$ cat config.mk
export PLATFORM = sky130hd
export DESIGN_NAME = booth_seq_ctrl
export DESIGN_NICKNAME = d
export VERILOG_FILES = /design/src/rtl/booth_seq_ctrl.sv
export SDC_FILE = /design/constraint.sdc
export NUM_CORES = 1
export LEC_CHECK = 0
export ABC_AREA = 1
export CAP_MARGIN = 20
export CORE_ASPECT_RATIO = 1.1
export CORE_MARGIN = 2
export CORE_UTILIZATION = 40
export CTS_BUF_LIST = sky130_fd_sc_hd__clkbuf_16
export CTS_CLUSTER_SIZE = 25
export DETAILED_ROUTE_END_ITERATION = 8
export GPL_TIMING_DRIVEN = 0
export PLACE_DENSITY = 0.81
export RECOVER_POWER = 100
export SLEW_MARGIN = 0
export SYNTH_ARGS = -nofsm -noshare
export SYNTH_HDL_FRONTEND = slang
export SYNTH_SLANG_ARGS = --single-unit
$ cat constraint.sdc
create_clock -name clk -period 2.1 [get_ports clk]
set_input_delay 0.21 -clock clk [delete_from_list [all_inputs] [get_ports clk]]
set_output_delay 0.21 -clock clk [all_outputs]
set_load 0.05 [all_outputs]
$ cat src/rtl/booth_seq_ctrl.sv
// Sequential radix-2 Booth controller that time-shares one external add/subtract datapath.
// Optional macro BOOTH_ZERO_SKIP_EN: a zero operand bypasses the iterations and finishes at once.
module booth_seq_ctrl #(
    parameter int WIDTH = 8,
    parameter int CNT_W = 4
) (
    input  logic               clk,
    input  logic               rst_n,
    input  logic               in_valid,
    output logic               in_ready,
    input  logic [WIDTH-1:0]   multiplicand,
    input  logic [WIDTH-1:0]   multiplier,
    output logic               out_valid,
    input  logic               out_ready,
    output logic [2*WIDTH-1:0] product,
    output logic               busy,
    output logic               as_cin,
    output logic [WIDTH-1:0]   as_i0,
    output logic [WIDTH-1:0]   as_i1,
    input  logic [WIDTH-1:0]   as_sum
);

    typedef enum logic [1:0] {
        IDLE = 2'd0,
        CALC = 2'd1,
        DONE = 2'd2
    } state_t;

    localparam logic [CNT_W-1:0] LAST_CNT = CNT_W'(WIDTH - 1);

    state_t                   state_q;
    logic signed [WIDTH-1:0]  a_q;
    logic        [WIDTH-1:0]  q_q;
    logic                     q1_q;
    logic signed [WIDTH-1:0]  m_q;
    logic        [CNT_W-1:0]  cnt_q;
    logic                     in_ready_q;
    logic                     out_valid_q;
    logic                     busy_q;

    logic [1:0]               op_sel;
    logic                     do_op;
    logic                     sub_op;
    logic [WIDTH-1:0]         b_op;
    logic [WIDTH-1:0]         s_val;
    logic                     g_bit;
    logic signed [WIDTH-1:0]  a_d;
    logic        [WIDTH-1:0]  q_d;
    logic                     q1_d;

    // True sign of the (WIDTH+1)-bit sum: on two's-complement overflow the result
    // sign is the common operand sign, not the wrapped sum MSB.
    function automatic logic guard_bit(input logic op, input logic a_msb,
                                       input logic b_msb, input logic s_msb);
        logic ovf;
        ovf = (a_msb == b_msb) && (s_msb != a_msb);
        if (!op)
            guard_bit = a_msb;
        else if (ovf)
            guard_bit = a_msb;
        else
            guard_bit = s_msb;
    endfunction

    always_comb begin
        op_sel = {q_q[0], q1_q};
        do_op  = (state_q == CALC) && ((op_sel == 2'b01) || (op_sel == 2'b10));
        sub_op = (state_q == CALC) && (op_sel == 2'b10);
        b_op   = m_q ^ {WIDTH{sub_op}};
        s_val  = do_op ? as_sum : a_q;
        g_bit  = guard_bit(do_op, a_q[WIDTH-1], b_op[WIDTH-1], as_sum[WIDTH-1]);
        {a_d, q_d, q1_d} = {g_bit, s_val, q_q};
    end

    always_ff @(posedge clk or negedge rst_n) begin
        if (!rst_n) begin
            state_q     <= IDLE;
            a_q         <= '0;
            q_q         <= '0;
            q1_q        <= 1'b0;
            m_q         <= '0;
            cnt_q       <= '0;
            in_ready_q  <= 1'b1;
            out_valid_q <= 1'b0;
            busy_q      <= 1'b0;
        end else begin
            case (state_q)
                IDLE: begin
                    if (in_valid) begin
                        a_q        <= '0;
                        q1_q       <= 1'b0;
                        m_q        <= multiplicand;
                        cnt_q      <= '0;
                        in_ready_q <= 1'b0;
                        busy_q     <= 1'b1;
`ifdef BOOTH_ZERO_SKIP_EN
                        if ((multiplicand == '0) || (multiplier == '0)) begin
                            q_q         <= '0;
                            state_q     <= DONE;
                            out_valid_q <= 1'b1;
                        end else begin
                            q_q     <= multiplier;
                            state_q <= CALC;
                        end
`else
                        q_q     <= multiplier;
                        state_q <= CALC;
`endif
                    end
                end
                CALC: begin
                    a_q   <= a_d;
                    q_q   <= q_d;
                    q1_q  <= q1_d;
                    cnt_q <= cnt_q + CNT_W'(1);
                    if (cnt_q == LAST_CNT) begin
                        state_q     <= DONE;
                        out_valid_q <= 1'b1;
                    end
                end
                DONE: begin
                    if (out_ready) begin
                        state_q     <= IDLE;
                        out_valid_q <= 1'b0;
                        busy_q      <= 1'b0;
                        in_ready_q  <= 1'b1;
                    end
                end
                default: begin
                    state_q     <= IDLE;
                    out_valid_q <= 1'b0;
                    busy_q      <= 1'b0;
                    in_ready_q  <= 1'b1;
                end
            endcase
        end
    end

    assign in_ready  = in_ready_q;
    assign out_valid = out_valid_q;
    assign busy      = busy_q;
    assign product   = out_valid_q ? {a_q, q_q} : '0;
    assign as_cin    = sub_op;
    assign as_i0     = a_q;
    assign as_i1     = m_q;

endmodule

-- Word-level counts from Yosys, hierarchy flattened
Index checks and enable logic that the tools add are counted.
- register bits after elaboration: 34
- output and inout bits: 36
- word-level logic and storage cells: 61
- add/subtract/negate cells: 1
- equal/unequal tests: 12
- multiplexer cells: 23
- bitwise logic cells: 3
- reductions and logical operators: 12
- operators by type and width (operator ; number):
    $pmux W8 S2 ; 2
    $mux W8 ; 3
    $mux W16 ; 1
    $pmux W1 S3 ; 3
    $reduce_and A3 Y1 ; 3
    $ne A2 B2 Y1 const B ; 4
    $pmux W4 S2 ; 1
    $xor A8 B8 Y8 ; 1
    $mux W1 ; 7
    $mux W2 ; 3
    $pmux W2 S3 ; 1
    $add A4 B1 Y4 const B ; 1
    $eq A2 B1 Y1 const B ; 2
    $eq A2 B2 Y1 const B ; 2
    $eq A4 B3 Y1 const B ; 1
    $mux W4 ; 1
    $reduce_and A2 Y1 ; 2
    $reduce_and A4 Y1 ; 1
    $logic_and A1 B1 Y1 ; 3
    $logic_not A2 Y1 ; 1
    $ne A2 B1 Y1 const B ; 1
    $not A1 Y1 ; 2
    $pmux W1 S2 ; 1
    $reduce_bool A2 Y1 ; 1
    other kinds (3) ; 3

-- Logic depth before layout (Yosys ltp)
Gate-level depths: netlist (run 1).
- word-level depth: 8
- depth in mapped cells: 10

-- Worst setup path before layout (run 1)
OpenSTA, ideal clock, no wires.
- kind: reg-to-output
- start point: register out_valid_q (netlist: out_valid)
- end point: output product[9]
- arrival: 1.464 ns
- required time: 1.890 ns
- path slack: 0.426 ns
- stages on the path, launching flop included: 5
- buffers on the path: 2
- path through: dfrtp_1 -> clkbuf_1 -> buf_2 -> nand2_1 -> inv_1
- word-level cells in the longest chain between the ends: 1
- ends and longest elaborated chain (item ; RTL line ; RTL):
    start: declaration ; 38 ; logic out_valid_q;
    start signal: assignment ; 84 ; out_valid_q <= 1'b0;
    start signal: assignment ; 118 ; out_valid_q <= 1'b1;
    start signal: assignment ; 124 ; out_valid_q <= 1'b0;
    $mux W16 ; 142 ; assign product = out_valid_q ? {a_q, q_q} : '0;
    end: declaration ; 15 ; output logic [2*WIDTH-1:0] product,
No other way between the ends.

-- Final worst setup path (run 1)
- start point: register state_q[1]
- end point: output as_cin
- word-level cells in the longest chain between the ends: 2
- ends and longest elaborated chain (item ; RTL line ; RTL):
    start: declaration ; 31 ; state_t state_q;
    start signal: assignment ; 77 ; state_q <= IDLE;
    start signal: assignment ; 107 ; state_q <= CALC;
    start signal: assignment ; 117 ; state_q <= DONE;
    $eq A2 B1 Y1 ; 68 ; sub_op = (state_q == CALC) && (op_sel == 2'b10);
    $logic_and A1 B1 Y1 ; 68 ;
    end: declaration ; 17 ; output logic as_cin,
No other way between the ends.

==> results of run 1 <==
==> layout make-up <==
class | instances | share of cell area
sequential | 34 | 0.352
multi-input combinational | 145 | 0.274
timing repair buffer | 63 | 0.228
clock buffer | 5 | 0.0517
inverter | 28 | 0.0435
tap | 52 | 0.0269
buffer | 8 | 0.0191
clock inverter | 3 | 0.00517
==> report_power, final <==
part / switching (mW) / total (mW) / internal (mW)
Clock: 0.260 / 0.687 / 0.428
Sequential: 0.251 / 1.21 / 0.964
Combinational: 1.95 / 2.73 / 0.778
Total: 2.46 / 4.63 / 2.17
==> metal layers <==
layer,vias to the layer above,share of wire,track usage
met5,-,0,0
met3,7,0.092,0.0620
li1,816,-,-
met1,722,0.42,0.239
met2,63,0.46,0.303
met4,0,0.020,0.0862
==> final timing paths <==
check / from / to / slack (ns) / cells past startpoint
max reg2reg: q_q[0] / as_i0[7] / 0.29 / 9
max in group asynchronous: rst_n / out_valid / 0.65 / 1
min reg2reg: as_i1[0] / as_i1[0] / 0.47 / 2
min: rst_n / q_q[3] / 0.41 / 1
min in group clk: multiplicand[1] / as_i1[1] / 0.46 / 3
max: state_q[1] / as_cin / 0.21 / 5
==> worst max-delay path, delay by kind of cell (launching register included) <==
kind	cells	cell delay [ns]
buf+inv	3	0.84
flops	1	0.41
simple gates	2	0.15
==> logic make-up (layout without fill, tap and decap cells) <==
logic type | after synthesis | after routing
buffers and inverters | 36 | 107
DFF | 34 | 34
and+or+nand+nor | 127 | 127
AOI/OAI and AO/OA | 16 | 16
adders and majority gates | 2 | 2
==> synth_stat cells (all sizes together) <==
master  count
o22ai       7
inv        28
nand3      26
nand4       2
dfstp       1
o21ai       8
clkbuf      1
buf         7
ha          2
a21oi       1
dfrtp      33
nor2       26
nand2      73
==> cells in the final DEF (no fill, tap or decap), types with 4 or more instances in the layout <==
| master | instances |
|---|---|
| nand2_1 | 69 |
| inv_1 | 26 |
| o21ai_0 | 5 |
| dlygate4sd3_1 | 19 |
| clkbuf_2 | 11 |
| o22ai_1 | 7 |
| clkbuf_1 | 9 |
| clkbuf_16 | 5 |
| dfrtp_1 | 33 |
| nor2_1 | 25 |
| clkdlybuf4s50_1 | 26 |
| nand3_1 | 26 |
| dlygate4sd2_1 | 4 |
==> registers in the layout (all words and copies together), names as in the netlist <==
register and cells:
q1_q 1, as_i1 8, out_valid 1, busy 1, cnt_q 4, as_i0 8, state_q 2, in_ready 1
q_q 8
==> summary.md, run 1 <==
| Metric | Value |
|---|---|
| WL/cell | 11.9 µm |
| Failing checks | capacitance limit, slew limit |
| Placed cell areas | 2400 µm² |
| Period utilization | 0.899 |
| Final setup margin | 0.212 ns |
| Worst endpoint data arrival time | 1.68 ns |
| Multi-input logic area | 662 µm² |
| Synth-to-Final Area Change | 41.6% |
| Via Count | 1608 |
| RSZ-0062 raised after global routing | false |
| Post-Syn Area per Cell | 7.94 µm² |
| Vias per inst | 4.76 |
| Non-Filler Instances | 338 |
| First-pass DRT Iterations | 4 |
| Hold slack | 0.413 ns |
| Share of post-route cells with drive strength above 1 | 0.105 |
| Slowest CP cell | dlygate4sd2_1 |
| Tmin final | 1.89 ns |
| Grt total ovfl | 0 |
| Register area | 852 µm² |
| Post-DP HPWL | 2820 µm |
| Endpoints failing hold | 0 |
| Worst skew pair latency | 0.28 ns |
| Vias in the first global route | 1557 |
| Synth Area in Compound Gates | 0.0586 |
| Ys Warns | 0 |
| Synth Instances | 215 |
| Power Dens Cells | 1920 nW/µm² |
| Post-synthesis xor/xnor area fraction | 0 |
| Placed insts | 330 |
| Number of diodes | 0 |
| Layout fillers | 387 |
| Port bufs | 63 |
| Util after Layout | 0.601 |
| Yosys cell types | 22 |
| Total wire length | 4030 µm |
| CTS Hold Buffers Added | 0 |
| Largest net degree at the start of global routing | 35 |
| Post_cts resized | 17 |
| Total track usage | 0.192 |
| CTS tree | done |
| Starting Density | 0.424 |
| Htree depth | 2 |
| Die Y-Extent | 72.5 µm |
| # Post-CTS Setup Buffers | 0 |
| Final setup violation count | 0 |
| Pre-CTS setup slack | 0.0196 ns |
| Fmax achieved | 0.530 GHz |
| WP data required | 1.89 ns |
| Adder-cell share of the synthesized area | 0.0147 |
| Fin. max-slew vios | 35 |
| Hold Path Class | input pin to async pin |
| Synthesized cell area | 1710 µm² |
| Multiplexer area fraction after synthesis | 0 |
| Boundary Pins | 64 |
| Antenna violations before repair | 0 |
| Setup Skew | 0.00514 ns |
| NumNets Final | 315 |
| Status | finished with violations |
| Cell taking the most area after synthesis | dfrtp_1 |
| Total Neg Setup Slack | 0 ns |
| Worst-path fanout max | 10 |
| MaxCap Viol Count | 1 |
| Net Count, Synth | 245 |
| DIE WIDTH | 66.3 µm |
| Design Power | 4.63 mW |
| Clock-pin slew on the worst setup and hold paths | 0.05 ns |
| Post-synthesis sequential area ratio | 0.499 |
| Peak supply drop | 1.01 mV |
| DRC viols | 0 |
| Clock net sink count | 34 |
| First-pass GRT wire length | 7020 µm |
| Worst slew pin tran | 1.79 ns |
| Crit-path max cell delay | 0.54 ns |
| Area share of the largest cell type after synthesis | 0.484 |
| Placer Congestion | 0.772 |
| P_leak | 1.31 nW |
| Leading post-synthesis cells by cell area | dfrtp_1 (48%), nand2_1 (15%), nand3_1 (7.6%) |
| Cts bufs inserted | 5 |
| Main combinational cell family by area after synthesis | simple AND/OR/NAND/NOR gates |
| Number of DRC markers in iteration 0 | 65 |
| FP Rows | 24 |
| Antenna viol nets, final | 0 |
| Post-synthesis register bit count | 34 |
| Root buf cell | clkbuf_16 |
| Clock buffer depth | 2 |
| Die area | 4810 µm² |
| Design Area, Final | 2420 µm² |
| Slew margin rel. | -0.196 |
| Critical path, cell by cell | inv_2, nand2_4, buf_6, nor2_1, dlygate4sd2_1 |
| Post-Synth Simple-Gate Area | 0.323 |
| CP endpoint kind | output pin |
| Core footprint | 4020 µm² |
| Startpoint types | register |
| Setup CP Type | register to output pin |
Note: power is estimated with default switching activity, not from simulation.
==> run 2: changes to the inputs <==
--- a/config.mk
+++ b/config.mk
@@ -6,6 +6,7 @@
 export NUM_CORES = 1
 export LEC_CHECK = 0
 export ABC_AREA = 1
+export ABC_CLOCK_PERIOD_IN_PS = 2100
 export CAP_MARGIN = 20
 export CORE_ASPECT_RATIO = 1.1
 export CORE_MARGIN = 2
==> results of run 2 <==
The final DEF is identical to that of run 1; final timing and power are the same.
==> run 3: changes to the inputs <==
--- a/config.mk
+++ b/config.mk
@@ -6,7 +6,7 @@
 export NUM_CORES = 1
 export LEC_CHECK = 0
 export ABC_AREA = 1
-export ABC_CLOCK_PERIOD_IN_PS = 2100
+export ABC_CLOCK_PERIOD_IN_PS = 1760
 export CAP_MARGIN = 20
 export CORE_ASPECT_RATIO = 1.1
 export CORE_MARGIN = 2
@@ -15,7 +15,7 @@
 export CTS_CLUSTER_SIZE = 25
 export DETAILED_ROUTE_END_ITERATION = 8
 export GPL_TIMING_DRIVEN = 0
-export PLACE_DENSITY = 0.81
+export PLACE_DENSITY = 0.8
 export RECOVER_POWER = 100
 export SLEW_MARGIN = 0
 export SYNTH_ARGS = -nofsm -noshare
==> constraint.sdc (replaced) <==
create_clock -name clk -period 1.76 [get_ports clk]
set_input_delay 0.176 -clock clk [delete_from_list [all_inputs] [get_ports clk]]
set_output_delay 0.176 -clock clk [all_outputs]
set_load 0.05 [all_outputs]
==> run 3 against run 2 <==
Effect of this change:
- the flow now finishes without violations
- utilization grew 1.6 points
- sequential share of layout area shrank 0.89 points
- non-clock buffer count grew 1
- final cell count grew 0.30%
- design area grew 2.6%
- flip-flop and latch count is the same
- critical path type unchanged
- critical endpoint is now as_i1[6]
==> summary.md, run 3 (synthesis gave the netlist of run 1 again) <==
| Metric | Value |
|---|---|
| Switching portion of total power | 0.523 |
| Worst-path fanout max | 2 |
| Largest net degree at the start of global routing | 35 |
| Delay-heaviest family, CP | buffers and inverters |
| Placer Congestion | 0.790 |
| Final setup margin | 0.0666 ns |
| Antenna viol nets, final | 0 |
| Critical path, cell by cell | dlygate4sd3_1 |
| Status | completed |
| Fin. max-slew vios | 0 |
| Most frequent cells in the layout | nand2_1 (69), clkdlybuf4s50_1 (35), dfrtp_1 (33), inv_1 (27), nand3_1 (26) |
| Pre-CTS setup slack | -0.324 ns |
| Design Area, Final | 2480 µm² |
| CTS tree | done |
| Setup CP Type | register to output pin |
| WL/cell | 12.3 µm |
| Non-Filler Instances | 339 |
| Endpoints failing hold | 0 |
| Htree depth | 2 |
| Hold_sp | multiplicand[1] |
| DIE WIDTH | 66.3 µm |
| Clock buffer depth | 2 |
| First-pass GRT wire length | 7110 µm |
| Hold Path Class | input pin to register |
| Worst endpoint data arrival time | 1.52 ns |
| Util after Layout | 0.617 |
| Layout fillers | 381 |
| Boundary Pins | 64 |
| P_int | 2.69 mW |
| Share of total power in the clock network | 0.145 |
| Die area | 4810 µm² |
| CP startpoint | as_i1[6] |
| Antenna violations before repair | 0 |
| Starting Density | 0.424 |
| FP Rows | 24 |
| Final setup violation count | 0 |
| Total track usage | 0.193 |
| Core footprint | 4020 µm² |
| Tmin final | 1.69 ns |
| RSZ-0062 raised after global routing | false |
| Vias per inst | 4.81 |
| Peak supply drop | 1.30 mV |
| Sequential Power Share | 0.258 |
| Placed cell areas | 2400 µm² |
| Die Y-Extent | 72.5 µm |
| # Post-CTS Setup Buffers | 0 |
| Fmax achieved | 0.591 GHz |
| Number of diodes | 0 |
| Worst Path Buf+Inv | 1 |
| NumNets Final | 316 |
| Placed insts | 330 |
| Share of post-route cells with drive strength above 1 | 0.111 |
| Combinational share of power | 0.597 |
| Multi-input logic area | 658 µm² |
| First-pass DRT Iterations | 4 |
| Total wire length | 4180 µm |
| DRC viols | 0 |
| Switching power | 2.95 mW |
| RR Startpoint | state_q[0] |
| Design Power | 5.64 mW |
| P_leak | 1.32 nW |
| CP endpoint kind | output pin |
| Most common cell after layout, fill and taps aside | nand2_1 |
| Slowest CP cell | dlygate4sd3_1 |
| MaxCap Viol Count | 0 |
| Clock-pin slew on the worst setup and hold paths | 0.05 ns |
| Setup Skew | 0.00619 ns |
| Cts bufs inserted | 5 |
| Power Dens Cells | 2270 nW/µm² |
| Startpoint types | register |
| Post-DP HPWL | 2910 µm |
| Clock net sink count | 34 |
| Slew margin rel. | 0.452 |
| Register area | 852 µm² |
| Vias in the first global route | 1614 |
| Port bufs | 63 |
| Number of DRC markers in iteration 0 | 79 |
| Worst slew pin tran | 0.822 ns |
| Root buf cell | clkbuf_16 |
| Synth-to-Final Area Change | 45.3% |
| Crit-path max cell delay | 0.89 ns |
| WP data required | 1.58 ns |
| Grt total ovfl | 0 |
| Via Count | 1632 |
| Worst skew pair latency | 0.28 ns |
| Period utilization | 0.962 |
==> run 3: stage by stage <==
step	hold slack, ns	setup TNS (ns)
final	0.434	0
after global routing	0.457	0
after CTS	0.430	0
after detailed placement	0.296	-3.37
after global placement	0.461	-9.29
after floorplan	-0.120	0
==> run 3: power groups by stage <==
stage               Sequential, mW  Clock (mW)  Combinational [mW]
floorplan                     2.07           0                1.88
detailed placement            1.46           0                3.61
finish                        1.46       0.815                3.37
global placement              1.45           0                3.55
CTS                           1.46       0.831                3.56
global route                  1.51       0.877                3.66
==> run 3: layout make-up <==
class	instances	share of cell area
Clock buffer	5	0.0504
Sequential cell	34	0.343
Buffer	8	0.0207
Clock inverter	3	0.00504
Inverter	28	0.0424
Multi-Input combinational cell	145	0.265
Tap cell	52	0.0262
Timing Repair Buffer	64	0.247
==> run 3: timing repair <==
action                                  CTS  global route
endpoints found under the setup margin   18             5
gates resized for setup                  45             7
endpoints found under the hold margin    26             0
pin swaps                                 0             0
gates cloned                              0             0
hold buffers                              1             0
==> run 3: final timing paths <==
path,cells after the start,endpoint,slack [ns]
max in group asynchronous,2,as_i0[6],0.70
worst min-delay path,3,as_i1[1],0.43
worst min register to register,2,as_i1[0],0.47
worst max register to register,5,cnt_q[2],0.16
min in group asynchronous,2,q_q[3],0.54
worst max-delay path,1,as_i1[6],0.07
==> run 3: metal layers <==
metal | vias up | share of wire | global-route usage
li1 | 814 | - | -
met4 | 0 | 0.024 | 0.0930
met1 | 745 | 0.41 | 0.236
met2 | 62 | 0.49 | 0.310
met5 | - | 0 | 0
met3 | 11 | 0.077 | 0.0558
